`src/rtl/f2d_pkg.sv`:
```
// ---------------------------------------------------------------------------
// f2d_pkg
// Shared pipeline package for the fetch-to-decode register slice.
//
// Contents:
//   F2D_DATA_W    - default width of instruction and PC words
//   F2D_NOP_INSTR - encoding shown to decode when the stage holds nothing
//   f2dState_t    - occupancy state of the fetch-to-decode stage
//
// Optional feature macro used by the slice: F2D_PERF_EN (perf counters).
// ---------------------------------------------------------------------------
package f2d_pkg;

    localparam int          F2D_DATA_W    = 16;
    localparam logic [15:0] F2D_NOP_INSTR = 16'h0800;

    // EMPTY: nothing for decode; FULL: main entry valid, skid empty;
    // SKID: main and skid entries both valid, fetch is being held.
    typedef enum logic [1:0] {
        EMPTY = 2'b00,
        FULL  = 2'b01,
        SKID  = 2'b10
    } f2dState_t;

endpackage : f2d_pkg

```
`src/rtl/f2d_skid_buf.sv`:
```
// ---------------------------------------------------------------------------
// f2d_skid_buf
// One-entry {instr, incPC, valid} register used for both the main and the
// skid slot of the fetch-to-decode stage.
//
// Ports:
//   clk      in   system clock, rising edge
//   rst      in   asynchronous active-low reset
//   load     in   capture instrIn/incPCIn and mark the entry valid
//   clear    in   invalidate the entry (wins over load)
//   instrIn  in   DATA_W  instruction to capture
//   incPCIn  in   DATA_W  PC+2 to capture
//   instr    out  DATA_W  stored instruction (NOP_INSTR when invalid)
//   incPC    out  DATA_W  stored PC+2
//   valid    out  entry holds a real instruction
// With neither load nor clear asserted the entry holds.
// ---------------------------------------------------------------------------
module f2d_skid_buf
    import f2d_pkg::*;
#(
    parameter int                DATA_W    = F2D_DATA_W,
    parameter logic [DATA_W-1:0] NOP_INSTR = DATA_W'(F2D_NOP_INSTR)
) (
    input  logic              clk,
    input  logic              rst,
    input  logic              load,
    input  logic              clear,
    input  logic [DATA_W-1:0] instrIn,
    input  logic [DATA_W-1:0] incPCIn,
    output logic [DATA_W-1:0] instr,
    output logic [DATA_W-1:0] incPC,
    output logic              valid
);

    // Clearing swaps the instruction for the NOP encoding so an invalid
    // entry never shows stale data downstream. The PC word is deliberately
    // left alone on clear: after a squash decode keeps seeing the last PC.
    always_ff @(posedge clk or negedge rst) begin
        if (!rst) begin
            instr <= NOP_INSTR;
            incPC <= '0;
            valid <= 1'b0;
        end else if (clear) begin
            instr <= NOP_INSTR;
            valid <= 1'b0;
        end else if (load) begin
            instr <= instrIn;
            incPC <= incPCIn;
            valid <= 1'b1;
        end
    end

endmodule : f2d_skid_buf

```
`src/rtl/f2d_ff.sv`:
```
// ---------------------------------------------------------------------------
// f2d_ff
// Fetch-to-decode pipeline register with a one-entry skid buffer. An
// instruction returned by instruction memory in the same cycle decode
// stalls is parked in the skid slot instead of being dropped; fetch is then
// held (stallF) until decode drains the stage. flushD squashes everything.
//
// Ports:
//   clk          in   system clock, rising edge
//   rst          in   asynchronous active-low reset
//   instrF       in   DATA_W  instruction from instruction memory
//   incPCF       in   DATA_W  PC+2 of that instruction
//   fetchValidF  in   instrF/incPCF valid this cycle
//   stallD       in   decode cannot advance this cycle
//   flushD       in   squash stage contents (taken branch/jump)
//   instructionD out  DATA_W  instruction to decode (NOP_INSTR when invalid)
//   incPCD       out  DATA_W  PC+2 to decode
//   validD       out  instructionD is a real instruction
//   stallF       out  fetch must hold its PC and re-present instrF
//   stallCntP    out  16  perf: cycles with validD & stallD
//   bubbleCntP   out  16  perf: cycles with validD low
//
// Build option: define F2D_PERF_EN to implement the saturating perf
// counters; without it both counter ports read 16'h0000.
// ---------------------------------------------------------------------------
module f2d_ff
    import f2d_pkg::*;
#(
    parameter int                DATA_W    = F2D_DATA_W,
    parameter logic [DATA_W-1:0] NOP_INSTR = DATA_W'(F2D_NOP_INSTR)
) (
    input  logic              clk,
    input  logic              rst,
    input  logic [DATA_W-1:0] instrF,
    input  logic [DATA_W-1:0] incPCF,
    input  logic              fetchValidF,
    input  logic              stallD,
    input  logic              flushD,
    output logic [DATA_W-1:0] instructionD,
    output logic [DATA_W-1:0] incPCD,
    output logic              validD,
    output logic              stallF,
    output logic [15:0]       stallCntP,
    output logic [15:0]       bubbleCntP
);

    f2dState_t         state;
    f2dState_t         nextState;
    logic              accept;
    logic              mainLoad;
    logic              mainClear;
    logic              mainFromSkid;
    logic              skidLoad;
    logic              skidClear;
    logic [DATA_W-1:0] mainInstrIn;
    logic [DATA_W-1:0] mainIncPCIn;
    logic [DATA_W-1:0] skidInstr;
    logic [DATA_W-1:0] skidIncPC;
    logic              skidValid;

    // stallF comes purely from registered state so fetch never sees a
    // combinational path from the hazard unit's stallD.
    assign stallF = (state == SKID);
    assign accept = fetchValidF & ~stallF;

    // The main slot is refilled either straight from fetch or, when a
    // parked instruction is released, from the skid slot.
    assign mainInstrIn = mainFromSkid ? skidInstr : instrF;
    assign mainIncPCIn = mainFromSkid ? skidIncPC : incPCF;

    f2d_skid_buf #(
        .DATA_W    (DATA_W),
        .NOP_INSTR (NOP_INSTR)
    ) mainBuf (
        .clk     (clk),
        .rst     (rst),
        .load    (mainLoad),
        .clear   (mainClear),
        .instrIn (mainInstrIn),
        .incPCIn (mainIncPCIn),
        .instr   (instructionD),
        .incPC   (incPCD),
        .valid   (validD)
    );

    f2d_skid_buf #(
        .DATA_W    (DATA_W),
        .NOP_INSTR (NOP_INSTR)
    ) skidBuf (
        .clk     (clk),
        .rst     (rst),
        .load    (skidLoad),
        .clear   (skidClear),
        .instrIn (instrF),
        .incPCIn (incPCF),
        .instr   (skidInstr),
        .incPC   (skidIncPC),
        .valid   (skidValid)
    );

    // Occupancy state register.
    always_ff @(posedge clk or negedge rst) begin
        if (!rst) begin
            state <= EMPTY;
        end else begin
            state <= nextState;
        end
    end

    // Next-state and slot control. A flush beats everything, including an
    // accept in the same cycle, so a squashed fetch never reaches decode.
    // In EMPTY stallD is irrelevant: there is nothing to hold, so a new
    // instruction may always be captured. In FULL with decode stalled, an
    // arriving instruction is parked in the skid slot, which raises stallF
    // for the next cycle so fetch stops returning new words.
    always_comb begin
        nextState    = state;
        mainLoad     = 1'b0;
        mainClear    = 1'b0;
        mainFromSkid = 1'b0;
        skidLoad     = 1'b0;
        skidClear    = 1'b0;

        if (flushD) begin
            nextState = EMPTY;
            mainClear = 1'b1;
            skidClear = 1'b1;
        end else begin
            case (state)
                EMPTY: begin
                    if (accept) begin
                        mainLoad  = 1'b1;
                        nextState = FULL;
                    end
                end
                FULL: begin
                    if (!stallD) begin
                        if (accept) begin
                            mainLoad = 1'b1;
                        end else begin
                            mainClear = 1'b1;
                            nextState = EMPTY;
                        end
                    end else if (accept) begin
                        skidLoad  = 1'b1;
                        nextState = SKID;
                    end
                end
                SKID: begin
                    if (!stallD) begin
                        mainLoad     = skidValid;
                        mainFromSkid = 1'b1;
                        skidClear    = 1'b1;
                        nextState    = FULL;
                    end
                end
                default: begin
                    nextState = EMPTY;
                    mainClear = 1'b1;
                    skidClear = 1'b1;
                end
            endcase
        end
    end

`ifdef F2D_PERF_EN
    logic [15:0] stallCnt;
    logic [15:0] bubbleCnt;

    // Saturating perf counters; only reset clears them, a flush does not.
    always_ff @(posedge clk or negedge rst) begin
        if (!rst) begin
            stallCnt  <= 16'h0000;
            bubbleCnt <= 16'h0000;
        end else begin
            if (validD && stallD && (stallCnt != 16'hFFFF)) begin
                stallCnt <= stallCnt + 16'h0001;
            end
            if (!validD && (bubbleCnt != 16'hFFFF)) begin
                bubbleCnt <= bubbleCnt + 16'h0001;
            end
        end
    end

    assign stallCntP  = stallCnt;
    assign bubbleCntP = bubbleCnt;
`else
    assign stallCntP  = 16'h0000;
    assign bubbleCntP = 16'h0000;
`endif

endmodule : f2d_ff

```
`config.mk`:
```
export PLATFORM = sky130hd
export DESIGN_NAME = f2d_ff
export DESIGN_NICKNAME = d
export VERILOG_FILES = /design/src/rtl/f2d_pkg.sv /design/src/rtl/f2d_skid_buf.sv /design/src/rtl/f2d_ff.sv
export SDC_FILE = /design/constraint.sdc
export NUM_CORES = 1
export LEC_CHECK = 0
export BUFFER_PORTS_ARGS = -buffer_cell sky130_fd_sc_hd__buf_4
export CAP_MARGIN = 20
export CORE_MARGIN = 8
export CORE_UTILIZATION = 52
export DETAILED_ROUTE_END_ITERATION = 10
export PLACE_DENSITY = 0.91
export SKIP_LAST_GASP = 1
export SYNTH_ARGS = -nofsm -noshare
export SYNTH_HDL_FRONTEND = slang
export SYNTH_HIERARCHICAL = 1
export SYNTH_SLANG_ARGS = --single-unit
```
`constraint.sdc`:
```
create_clock -name clk -period 2.7 [get_ports clk]
set_clock_uncertainty 0.1 [all_clocks]
set_input_delay 0.405 -clock clk [delete_from_list [all_inputs] [get_ports clk]]
set_output_delay 0.405 -clock clk [all_outputs]
set_load 0.01 [all_outputs]
```
==> run summary <==
leak pwr = 2.00 nW
Fin. Hold Viols = 0
Worst Setup EP = mainBuf/incPC[4]
initial antenna violation count = 0
CP Launch Type = register
outcome = completed
maximum VDD drop = 0.434 mV
clock tree sinks = 68
R2R setup slack = 0.54 ns
Worst Setup SP = state[1]
Site Rows = 30
Nets = 380
largest net degree at the start of global routing = 69
Worst Setup Path Type = register to register
most frequent cells in the layout = buf_4, dfrtp_1, mux2_2
gr ovfl total = 0
drt drc = 0
Ys Warns = 6
Final Instance Area = 4190 um^2
FF-to-FF End = mainBuf/incPC[4]
final setup violating endpoints = 0
Placed Area = 3920 um^2
Ports = 103
layout cell share with drive strength beyond 1 = 46.3%
mapped cell area = 3520 um^2
worst flop-to-flop path startpoint = state[1]
most common cell after layout, fill and taps aside = buf_4
sequential share of the synthesized area = 48.4%
switch share = 24.1%
internal power = 2.18 mW
H-tree depth = 3
Via density = 5.03
routability congestion estimate = 0.754
part of the power in registers = 43.2%
Avg WL per Cell = 16.7 um
post-synth cell types = 27
post-synth top area share = 46.9%
WP data arrival = 2.27 ns
DR vias = 2,151
ranking of synthesized cells by area = dfrtp_1, mux2_2, mux2_4
worst relative slew slack = 43.2%
Resize count post-CTS = 0
CTS tree = built
worst slew pin tran = 0.852 ns
Req. time, crit path = 2.81 ns
Pre-Repair DR Iteration Count = 4
Post-Syn Instances = 272
Hold Path Class = input pin to async pin
synthesized area per cell = 12.9 um^2
Die X = 98.3 um
RSZ-0062 raised after global routing = false
CTS clk-pin slew, worst paths = 0.07 ns
max cap viols = 0
reg2reg path depth = 6
Inserted Diodes = 0
core box area = 6680 um^2
worst skew pair latency = 0.34 ns
fin. max-slew vios = 0
Routed WL = 7130 um
Post CTS Setup Buffer Count = 0
die area = 9660 um^2
Post-DRT Antenna Nets = 0
vias in the first global route = 2,316
CTS Buffer Depth = 2
P&R area growth vs syn = 18.9%
first-pass GRT wire length = 11,500 um
1st-iter DRT viols = 66
Net Sw Power = 0.693 mW
power per cell area = 687 nW/um^2
Tmin final = 2.16 ns
ratio of final minimum period to clock period = 79.9%
Crit. End Element = register
total CTS buffers = 9
starting density of the core = 52.7%
hold-fix buffer count after cts = 0
chip height = 98.3 um
Synth Register Bits = 68
Final TNS setup = 0 ns
Logic pwr share = 18.7%
root buffer cell = clkbuf_8
crit-path max FO = 16
Fmax achieved = 464 MHz
PortBufs = 70
top cell type by total area after synthesis = dfrtp_1
Clock Power Share = 38.1%
Tot GR Track Use = 14.9%
DP HPWL = 5040 um
Yosys cell counts:
cell type	instances
a211o_1	2
a21o_1	3
a21oi_1	2
a31oi_1	1
buf_12	2
buf_2	2
buf_4	34
buf_6	7
clkbuf_1	2
conb_1	1
dfrtp_1	66
dfstp_2	2
inv_1	1
mux2_1	2
mux2_2	42
mux2_4	20
mux2i_1	30
nand2b_1	5
nand3_1	1
nand3b_1	2
nor2_1	37
nor2b_1	2
nor2b_4	2
nor3_4	1
o21ai_0	1
or2_2	1
or2b_1	1
power by group through the flow:
stage | combinational (mW) | sequential, mW | clock (mW)
2_1_floorplan | 0.313 | 1.28 | 0
3_3_place_gp | 0.527 | 1.25 | 0
3_5_place_dp | 0.544 | 1.26 | 0
4_1_cts | 0.547 | 1.24 | 1.12
5_1_grt | 0.580 | 1.26 | 1.16
6_report | 0.538 | 1.24 | 1.10
stage by stage:
stage / hold slack (ns) / setup slack, ns / util, % / cells / total power [mW]
2_1_floorplan: 0.00941 / 0.612 / - / 303 / 1.59
3_3_place_gp: 0.383 / 0.588 / 58.7 / 412 / 1.78
3_5_place_dp: 0.396 / 0.560 / 58.7 / 412 / 1.80
4_1_cts: 0.0991 / 0.557 / 62.7 / 428 / 2.91
5_1_grt: 0.128 / 0.421 / 62.7 / 428 / 3.00
6_report: 0.0546 / 0.543 / 62.7 / 428 / 2.88
cell type report:
| class | instances | area (um^2) |
|---|---|---|
| Fill cell | 523 | 2490 |
| Sequential cell | 68 | 1700 |
| Multi-Input combinational cell | 187 | 1540 |
| Timing Repair Buffer | 76 | 571 |
| Clock inverter | 6 | 136 |
| Clock buffer | 10 | 128 |
| Tap cell | 80 | 100 |
| Inverter | 1 | 3.75 |
worst min path at each step:
stage / cells after the start / endpoint / slack (ns)
final: 1 / mainBuf/instr[9] / 0.05
after global routing: 1 / mainBuf/instr[9] / 0.13
after CTS: 1 / mainBuf/instr[9] / 0.1
after detailed placement: 1 / skidBuf/incPC[1] / 0.40
after global placement: 1 / skidBuf/incPC[3] / 0.38
after floorplan: 0 / mainBuf/incPC[0] / 0.009
critical path, stage by stage (launching register included):
cell	delay [ns]
dfrtp_1	0.46
nand2b_1	0.21
or2_2	0.31
a21oi_2	0.14
nor2b_4	0.14
buf_4	0.29
mux2_2	0.38
sequential cells by signal (all words and copies together) (netlist names):
register and count:
mainBuf/valid 1, mainBuf/incPC 16, state 2, skidBuf/valid 1, mainBuf/instr 16, skidBuf/incPC 16, skidBuf/instr 16
layer usage:
metal  routed length (um)  GRT usage [%]
met4                  112           7.08
met1                 2970           17.4
met2                 3760           25.3
met3                  294           3.41
met5                    0              0
cells by family after synthesis:
logic type | Yosys count | synth area share [%]
AND/OR/NAND/NOR | 52 | 7.39
AO/OA/AOI/OAI | 9 | 1.74
multiplexers | 94 | 31.1
flip-flops | 68 | 48.4
buffers and inverters | 48 | 11.2
other | 1 | 0.107
Note: power is estimated with default switching activity, not from simulation.
